**config.mk**
```make
export PLATFORM = sky130hd
export DESIGN_NAME = mix_sequencer
export DESIGN_NICKNAME = d
export VERILOG_FILES = /design/src/rtl/mix_pkg.sv /design/src/rtl/mix_word_alu.sv /design/src/rtl/mix_sequencer.sv
export SDC_FILE = /design/constraint.sdc
export NUM_CORES = 2
export LEC_CHECK = 0
export CORE_MARGIN = 2
export CORE_UTILIZATION = 57
export DETAILED_ROUTE_END_ITERATION = 16
export HOLD_SLACK_MARGIN = 0.15
export PLACE_DENSITY_LB_ADDON = 0.12
export SETUP_SLACK_MARGIN = 0.05
export SYNTH_ARGS = -nofsm -noshare
export SYNTH_HDL_FRONTEND = slang
export SYNTH_HIERARCHICAL = 1
export SYNTH_SLANG_ARGS = --single-unit
```
**constraint.sdc**
```tcl
create_clock -name clk -period 23.8 [get_ports clk]
set_clock_uncertainty 0.2 [all_clocks]
set_input_delay 3.57 -clock clk [delete_from_list [all_inputs] [get_ports clk]]
set_output_delay 3.57 -clock clk [all_outputs]
set_load 0.05 [all_outputs]
```
**src/rtl/mix_pkg.sv**
```systemverilog
// Shared widths, constant tables and enums for the mix sequencer.
// Both the register-file owner and the combinational word ALU import this.
package mix_pkg;
  localparam int WIDTH  = 32;
  localparam int NWORDS = 8;

  typedef logic [WIDTH-1:0]            word_t;
  typedef logic [$clog2(NWORDS)-1:0]   idx_t;
  typedef word_t [NWORDS-1:0]          regfile_t;

  localparam word_t MA [NWORDS] = '{32'd2, 32'd3, 32'd5, 32'd7, 32'd11, 32'd13, 32'd17, 32'd19};
  localparam word_t CA [NWORDS] = '{32'd3, 32'd5, 32'd7, 32'd11, 32'd13, 32'd17, 32'd19, 32'd23};
  localparam word_t MB [NWORDS] = '{32'd2, 32'd3, 32'd3, 32'd3, 32'd5, 32'd13, 32'd35, 32'd87};
  localparam word_t CB [NWORDS] = '{32'd0, 32'd1, 32'd8, 32'd27, 32'd64, 32'd125, 32'd216, 32'd343};

  typedef enum logic [1:0] {IDLE, LOAD, RUN, DRAIN} state_e;
  typedef enum logic [2:0] {S0, S1, S2, S3, S4, S5, S6, S7} stage_e;
endpackage

```
**src/rtl/mix_word_alu.sv**
```systemverilog
// Combinational single-word update: new o[idx] for the given stage,
// reading the live register file so earlier updates in a stage are visible.
module mix_word_alu
  import mix_pkg::*;
(
  input  stage_e   stage,
  input  idx_t     idx,
  input  regfile_t o,
  output word_t    result
);
  idx_t  ip1, ip2, ip3, ip4, ip5, im1, im2;
  word_t cur;

  // NOTE: every always_comb output gets a default first so no path can infer a latch.
  always_comb begin
    ip1    = idx + idx_t'(1);
    ip2    = idx + idx_t'(2);
    ip3    = idx + idx_t'(3);
    ip4    = idx + idx_t'(4);
    ip5    = idx + idx_t'(5);
    im1    = idx - idx_t'(1);
    im2    = idx - idx_t'(2);
    cur    = o[idx];
    result = cur;
    case (stage)
      S0: result = cur + word_t'(idx);
      S1: result = cur + o[im1];
      S2: result = cur + o[ip1] - o[ip5];
      S3: result = cur ^ (o[ip3] << 16);
      S4: result = cur - (o[ip2] >> 17) + (o[ip4] >> 12);
      S5: result = cur + o[im1] - o[im2];
      S6: result = cur * MA[idx] + CA[idx];
      S7: result = cur * MB[idx] + CB[idx];
      default: result = cur;
    endcase
  end
endmodule

```
**src/rtl/mix_sequencer.sv**
```systemverilog
// Loads eight seed words, runs 64 in-place word updates per pass,
// then streams the eight result words out with valid/ready handshakes.
module mix_sequencer
  import mix_pkg::*;
#(
  parameter int PASSES_W = 4
) (
  input  logic                clk,
  input  logic                rst_n,
  input  logic                in_valid,
  output logic                in_ready,
  input  logic [WIDTH-1:0]    in_data,
  input  logic [PASSES_W-1:0] cfg_passes,
  output logic                out_valid,
  input  logic                out_ready,
  output logic [WIDTH-1:0]    out_data,
  output logic                out_last,
  output logic                busy
);
  state_e              state_q, state_d;
  idx_t                word_q, word_d;
  idx_t                stage_q, stage_d;
  logic [PASSES_W-1:0] pass_q, pass_d;
  logic [PASSES_W-1:0] passes_q, passes_d;
  regfile_t            regs_q, regs_d;
  word_t               alu_out;
  stage_e              cur_stage;

  assign cur_stage = stage_e'(stage_q);
  assign busy      = (state_q != IDLE);

  mix_word_alu u_alu (
    .stage  (cur_stage),
    .idx    (word_q),
    .o      (regs_q),
    .result (alu_out)
  );

  always_comb begin
    state_d   = state_q;
    word_d    = word_q;
    stage_d   = stage_q;
    pass_d    = pass_q;
    passes_d  = passes_q;
    regs_d    = regs_q;
    in_ready  = 1'b0;
    out_valid = 1'b0;
    out_last  = 1'b0;
    out_data  = '0;
    case (state_q)
      IDLE, LOAD: begin
        in_ready = 1'b1;
        if (in_valid) begin
          regs_d[word_q] = in_data;
          word_d         = word_q + idx_t'(1);
          if (state_q == IDLE) begin
            state_d = LOAD;
          end else if (word_q == idx_t'(NWORDS - 1)) begin
            passes_d = cfg_passes;
            word_d   = '0;
            stage_d  = '0;
            pass_d   = '0;
            state_d  = (cfg_passes == '0) ? DRAIN : RUN;
          end
        end
      end
      RUN: begin
        regs_d[word_q] = alu_out;
        word_d         = word_q + idx_t'(1);
        if (word_q == idx_t'(NWORDS - 1)) begin
          stage_d = stage_q + idx_t'(1);
          if (stage_q == idx_t'(7)) begin
            pass_d = pass_q + PASSES_W'(1);
            // Word and stage counters both wrap to 0, ready for the drain.
            if (pass_q == passes_q - PASSES_W'(1)) state_d = DRAIN;
          end
        end
      end
      DRAIN: begin
        out_valid = 1'b1;
        out_data  = regs_q[word_q];
        out_last  = (word_q == idx_t'(NWORDS - 1));
        if (out_ready) begin
          word_d = word_q + idx_t'(1);
          if (word_q == idx_t'(NWORDS - 1)) state_d = IDLE;
        end
      end
      default: state_d = IDLE;
    endcase
  end

  // NOTE: sequential state uses non-blocking assignments so all flops update together.
  always_ff @(posedge clk or negedge rst_n) begin
    if (!rst_n) begin
      state_q  <= IDLE;
      word_q   <= '0;
      stage_q  <= '0;
      pass_q   <= '0;
      passes_q <= '0;
      // NOTE: the register file is deliberately reset to o[i] = i, so it lives in flops, not RAM.
      for (int i = 0; i < NWORDS; i++) regs_q[i] <= word_t'(i);
    end else begin
      state_q  <= state_d;
      word_q   <= word_d;
      stage_q  <= stage_d;
      pass_q   <= pass_d;
      passes_q <= passes_d;
      regs_q   <= regs_d;
    end
  end
endmodule

```
# ---- Word level (Yosys, flattened, before mapping)
# Memories as Yosys holds them, arrays and structs flattened.
# Index checks and enable logic that the tools add are counted.
dict set report op_classes {
  add_sub_neg 19
  multipliers 2
  magnitude_cmp 10
  eq_ne 21
  mux 61
  n_bitwise 3
  reduce_logical 13
}
# cell count
set ops {}
lappend ops {{$bmux 32 s3} 8}
lappend ops {{$mux 32} 17}
lappend ops {{$bwmux 256} 2}
lappend ops {{$pmux 256 s2} 1}
lappend ops {{$mux 256} 1}
lappend ops {{$pmux 32 s8} 1}
lappend ops {{$add 32x32->32} 4}
lappend ops {{$demux 32 s3} 1}
lappend ops {{$mul 32x32->32} 2}
lappend ops {{$sub 32x32->32} 2}
lappend ops {{$add 32x20->32} 1}
lappend ops {{$add 32x3->32} 1}
lappend ops {{$lt 3x4->1 const B} 8}
lappend ops {{$sub 32x15->32} 1}
lappend ops {{$xor 32x32->32} 1}
lappend ops {{$mux 3} 8}
lappend ops {{$mux 4} 5}
lappend ops {{$mux 16} 1}
lappend ops {{$mux 2} 8}
lappend ops {{$ne 2x2->1 const B} 8}
lappend ops {{$eq 3x3->1 const B} 5}
lappend ops {{$pmux 3 s3} 1}
lappend ops {{$pmux 4 s2} 1}
lappend ops {{$reduce_and 7->1} 1}
lappend ops {{other kinds (30)} 40}
dict set report word_totals {
  register_bits 272
  rom_bits 1024
  out_inout_bits 36
  wordCells 146
  memories 4
}
# memory words width read_ports rd_ports_with_merged_regs write_ports line
set mem_list {}
lappend mem_list {{(no name shown)} 8 32 1 0 0 mix_word_alu.sv:32} ;# S6: result = cur * MA[idx] + CA[idx];
lappend mem_list {{(no name shown)} 8 32 1 0 0 mix_word_alu.sv:32}
lappend mem_list {{(no name shown)} 8 32 1 0 0 mix_word_alu.sv:33} ;# S7: result = cur * MB[idx] + CB[idx];
lappend mem_list {{(no name shown)} 8 32 1 0 0 mix_word_alu.sv:33}

# ---- Logic depth before layout (Yosys ltp)
dict set report depth {
  word_depth 9
  mapped_depth 40
  mapped_depth_nobuf 30
}

# ---- Modules after synthesis
# The synthesis kept the hierarchy.
# mod n_inst cells_per_inst area_each_um2 seq_area_each_um2
set by_module_without_submodules {}
lappend by_module_without_submodules {mix_word_alu 1 3744 31529.0 0.0}
lappend by_module_without_submodules {mix_sequencer 1 1168 11826.3 6821.5}

# ---- Least setup slack after synthesis
# Ideal clock, no wire load.
dict set report synth_timing {
  path_type {register -> register}
  startpoint {register word_q[1]}
  endpoint {register regs_q[84] (netlist bit)}
  setup_ns 0.140
  arrival_time_ns 9.208
  slack_ns 14.252
  path_stages_with_launch 37
  path_cell_list {dfrtp_1 > buf_6 > buf_4 > buf_2 > inv_1 > buf_1 > buf_1 > clkbuf_1 > ha_1 > ha_1 > clkbuf_1 > clkbuf_1 > nor2_1 > fa_1 > inv_1 > fa_1 > inv_1 > fa_1 > ha_1 > ha_1 > ha_1 > inv_1 > fa_1 > inv_1 > ha_1 > o21ai_0 > a21oi_1 > nand4_1 > a311oi_1 > a31o_2 > a21oi_1 > o21bai_1 > xor2_1 > a2111oi_0 > nand2_1 > mux2i_1 > a21oi_1}
}
dict set report synth_between {
  elab_chain_cells 9
}
# element line
set synth_lines {}
lappend synth_lines {{start, declared} mix_sequencer.sv:21} ;# idx_t word_q, word_d;
lappend synth_lines {{start signal, assigned} mix_sequencer.sv:104} ;# word_q <= word_d;
lappend synth_lines {{$not 3->4 (not written as such)} {mix_word_alu.sv:32, mix_word_alu.sv:33}}
lappend synth_lines {{$mem_v2 8x32, on equally long branches} --}
lappend synth_lines {{$mux 32, on equally long branches (2 in a row)} {mix_word_alu.sv:33, mix_word_alu.sv:32}}
lappend synth_lines {{$mul 32x32->32, on equally long branches} {mix_word_alu.sv:33, mix_word_alu.sv:32}}
lappend synth_lines {{$add 32x32->32, on equally long branches} {mix_word_alu.sv:33, mix_word_alu.sv:32}}
lappend synth_lines {{$pmux 32 s8 *} mix_word_alu.sv:25} ;# case (stage)
lappend synth_lines {{net alu_out[20]} mix_sequencer.sv:26} ;# word_t alu_out;
lappend synth_lines {{$bwmux 256 *} mix_sequencer.sv:68} ;# regs_d[word_q] = alu_out;
lappend synth_lines {{$pmux 256 s2 *} mix_sequencer.sv:50} ;# case (state_q)
lappend synth_lines {{end signal, assigned} mix_sequencer.sv:108} ;# regs_q <= regs_d;
lappend synth_lines {{end, declared} mix_sequencer.sv:25} ;# regfile_t regs_q, regs_d;
# The timed path passes the listed nets; every way through them passes the cells marked *. The select of a mux whose other input is x is not followed.
# A chain may end at the register's enable or synchronous reset.

# ---- Worst setup path in the final report
dict set report layout_timing {
  startpoint {register word_q[2]}
  endpoint {register regs_q[127] (netlist bit)}
}
# Same word-level chain as after synthesis.

==> results.py <==
metrics = {
    "global_routing": {
        "grt_max_degree": 151,
        "overflow": 0,
        "antenna_found_initial": 9,
        "first_global_vias": 37900,
        "grt_util_all_layers_pct": 41.8,
        "grt_pass1_wl_mm": 245,
    },
    "finish": {
        "final_common_cell": "nor2_1",
        "nets": 5561,
        "syn_to_final_growth_pct": 5.84,
        "most-common-layout-cells": "560 x nor2_1, 470 x a21oi_1, 459 x nand2_1",
        "drive_above_1_share_pct": 10.2,
        "diodes": 0,
        "postLayoutCoreUtil_pct": 60.7,
        "ff_latch_area_um2": 6830,
        "multi_input_comb_area_um2": 33600,
        "nFillCells": 6740,
    },
    "clock_tree": {
        "htreeDepth": 1,
        "tritoncts": "yes",
        "cts_hold_buf": 0,
        "cts_setup_buffers": 0,
        "cts_buffers": 30,
        "cts_resized": 0,
        "cts_sinks": 272,
        "clock-root-buffer": "clkbuf_16",
        "clk_path_buf_depth": 3,
        "clk_pin_slew_ns": 0.06,
        "worstSkewPairLatency_ns": 0.61,
    },
    "worst_hold_path": {
        "whs_path_depth": 2,
        "hold_class": "flip-flop to flip-flop",
        "min_delay_worst_endpoint": "regs_q[226]$_DFFE_PN1P_",
        "hp-start": "regs_q[226]$_DFFE_PN1P_",
    },
    "sta": {
        "setup_ws_ns": 12.49,
        "rsz0062_at_grt": "false",
        "fmax_mhz": 88.4,
        "hold_viol": 0,
        "min_period_ns": 11.31,
        "worst_pin_slew_ns": 1.23,
        "slew-limit-headroom_pct": 17.4,
        "finalCritPeriodShare_pct": 47.5,
        "tns_ns": 0,
        "setup_viol": 0,
        "drv_slew": 0,
    },
    "synth": {
        "synth_fp_nets": 5648,
        "synth_area_per_cell_um2": 8.83,
        "synth_warnings": 6,
        "synth_cells": 4912,
        "ys_seq_area_share_pct": 15.7,
        "synth_area_um2": 43400,
        "synth.top_cell.area_share_pct": 15.0,
        "synth.distinct_cells": 93,
        "synth_area_leaders": "dfrtp_1 15%, fa_1 13%, ha_1 12%",
        "synth_ff_type": "dfrtp_1",
        "synth_top_cell_by_area": "dfrtp_1",
        "synth-seq-cells": 272,
        "synth_edf_count": 0,
        "async_reset_ff_share_pct": 100,
    },
    "place": {
        "io_buffers": 75,
        "gp_congestion": 1.03,
        "dp_hpwl_mm": 125,
        "pre_cts_ws_ns": 12.68,
    },
    "floorplanning": {
        "die_area_um2": 78300,
        "die_h_um": 280,
        "die_x_um": 280,
        "io_pins": 76,
        "initial_core_util_pct": 57.4,
        "rows": 101,
        "fp.coreArea_um2": 75600,
    },
    "routing": {
        "drc": 0,
        "ant_nets": 0,
        "wirelength_mm": 164,
        "drt_iter0_markers": 4664,
        "wl_per_cell_um": 28.1,
        "vias_per_cell": 6.76,
        "vias": 39400,
        "dr.pass1.iters": 6,
    },
    "flow_run": {
        "drv_cap": 0,
    },
    "critical_path": {
        "r2r-start": "word_q[2]$_DFFE_PN0P_",
        "reg2reg_slack_ns": 12.49,
        "r2r_cells": 27,
        "cp-end-kind": "flip-flop",
        "crit_required_ns": 24.01,
        "regToRegEndpoint": "regs_q[127]$_DFFE_PN0P_",
        "cp_max_fo": 36,
        "cp_data_arrival_time_ns": 11.52,
        "critPathLaunchType": "flip-flop",
        "critPathKind": "flip-flop to flip-flop",
    },
    "outcome": {
        "status": "completed",
    },
}
registers in the layout, summed over array words and instances, names as in the netlist:
| signal | flops |
|---|---|
| passes_q | 4 |
| word_q | 3 |
| cur_stage | 3 |
| state_q | 2 |
| regs_q | 256 |
| pass_q | 4 |
synthesized netlist by cell type (14+ instances only):
master	count
a211oi_1	25
a21o_1	54
a21oi_1	470
a221oi_1	50
a22o_1	38
a22oi_1	85
a31oi_1	59
and2_1	42
and3_1	24
buf_1	15
buf_2	87
buf_4	16
clkbuf_1	153
dfrtp_1	260
fa_1	276
ha_1	420
inv_1	449
mux2_2	63
mux2i_1	170
mux4_2	221
nand2_1	459
nand2b_1	23
nand3_1	54
nand4_1	17
nor2_1	563
nor2b_1	36
nor3_1	46
o211ai_1	20
o21a_1	40
o21ai_0	182
o21bai_1	26
o22ai_1	32
or3_1	14
xnor2_1	170
xor2_1	69
worst max-delay path by stage:
stage,slack (ns),to,cells after the start,from
6_report,12.49,regs_q[127]$_DFFE_PN0P_,27,word_q[2]$_DFFE_PN0P_
2_1_floorplan,14.25,regs_q[84]$_DFFE_PN0P_,36,word_q[1]$_DFFE_PN0P_
5_1_grt,12.12,regs_q[127]$_DFFE_PN0P_,27,word_q[2]$_DFFE_PN0P_
3_5_place_dp,12.68,regs_q[127]$_DFFE_PN0P_,27,word_q[2]$_DFFE_PN0P_
3_3_place_gp,12.99,regs_q[223]$_DFFE_PN0P_,27,word_q[2]$_DFFE_PN0P_
4_1_cts,12.64,regs_q[127]$_DFFE_PN0P_,27,word_q[2]$_DFFE_PN0P_
per-stage QoR:
step | instances | instance area [um2] | hold WS [ns]
floorplan | 4912 | 43400 | 0.273
global placement | 5771 | 44800 | 0.309
detailed placement | 5771 | 44800 | 0.311
CTS | 5827 | 45900 | 0.321
global route | 5827 | 45900 | 0.344
finish | 5827 | 45900 | 0.322
metal layers:
| metal | share of wire (%) | routed length [um] | track usage (%) |
|---|---|---|---|
| met3 | 14 | 22500 | 12.8 |
| met2 | 42 | 68300 | 60.9 |
| met1 | 40 | 66300 | 59.2 |
| met5 | 0.035 | 58 | 0 |
| met4 | 4.0 | 6590 | 14.1 |
area by class of cell:
type	count	share of cell area, %
Tap cell	978	2.67
Inverter	459	3.75
Clock inverter	17	0.540
Clock buffer	39	1.82
Sequential cell	272	14.9
Multi-Input combinational cell	3905	73.3
Timing Repair Buffer	157	3.02
worst max-delay path: stages, from the launching register on:
cell	delay, ns
dfrtp_4	0.81
buf_4	0.56
mux4_2	0.59
and2_1	0.19
a21oi_1	0.91
clkinv_1	0.62
nand2_1	0.24
fa_1	0.43
inv_1	0.08
fa_1	0.42
fa_1	0.49
fa_1	0.49
ha_1	0.30
ha_1	0.28
inv_1	0.04
fa_1	0.47
inv_1	0.04
ha_1	0.21
o41ai_1	0.75
a31oi_1	0.43
a31o_2	0.38
a21bo_2	0.22
a31oi_1	0.25
xnor2_1	0.14
a211oi_1	0.24
o211ai_1	0.29
mux2i_1	0.82
a21oi_1	0.16
cell families (layout without fill, tap and decap cells):
logic type      Yosys count  count (layout)  share of synthesized area (%)
flops                   272             272                           15.7
buf+inv                 735             672                           6.86
mux                     461             461                           17.4
fa+ha+maj               696             696                           24.9
compound gates         1180            1180                           17.0
simple gates           1329            1329                           13.3
xor+xnor                239             239                           4.83
Power is left out: the tool's default activity adds up to more than one toggle a clock period on the data nets, which glitch-free logic cannot reach.
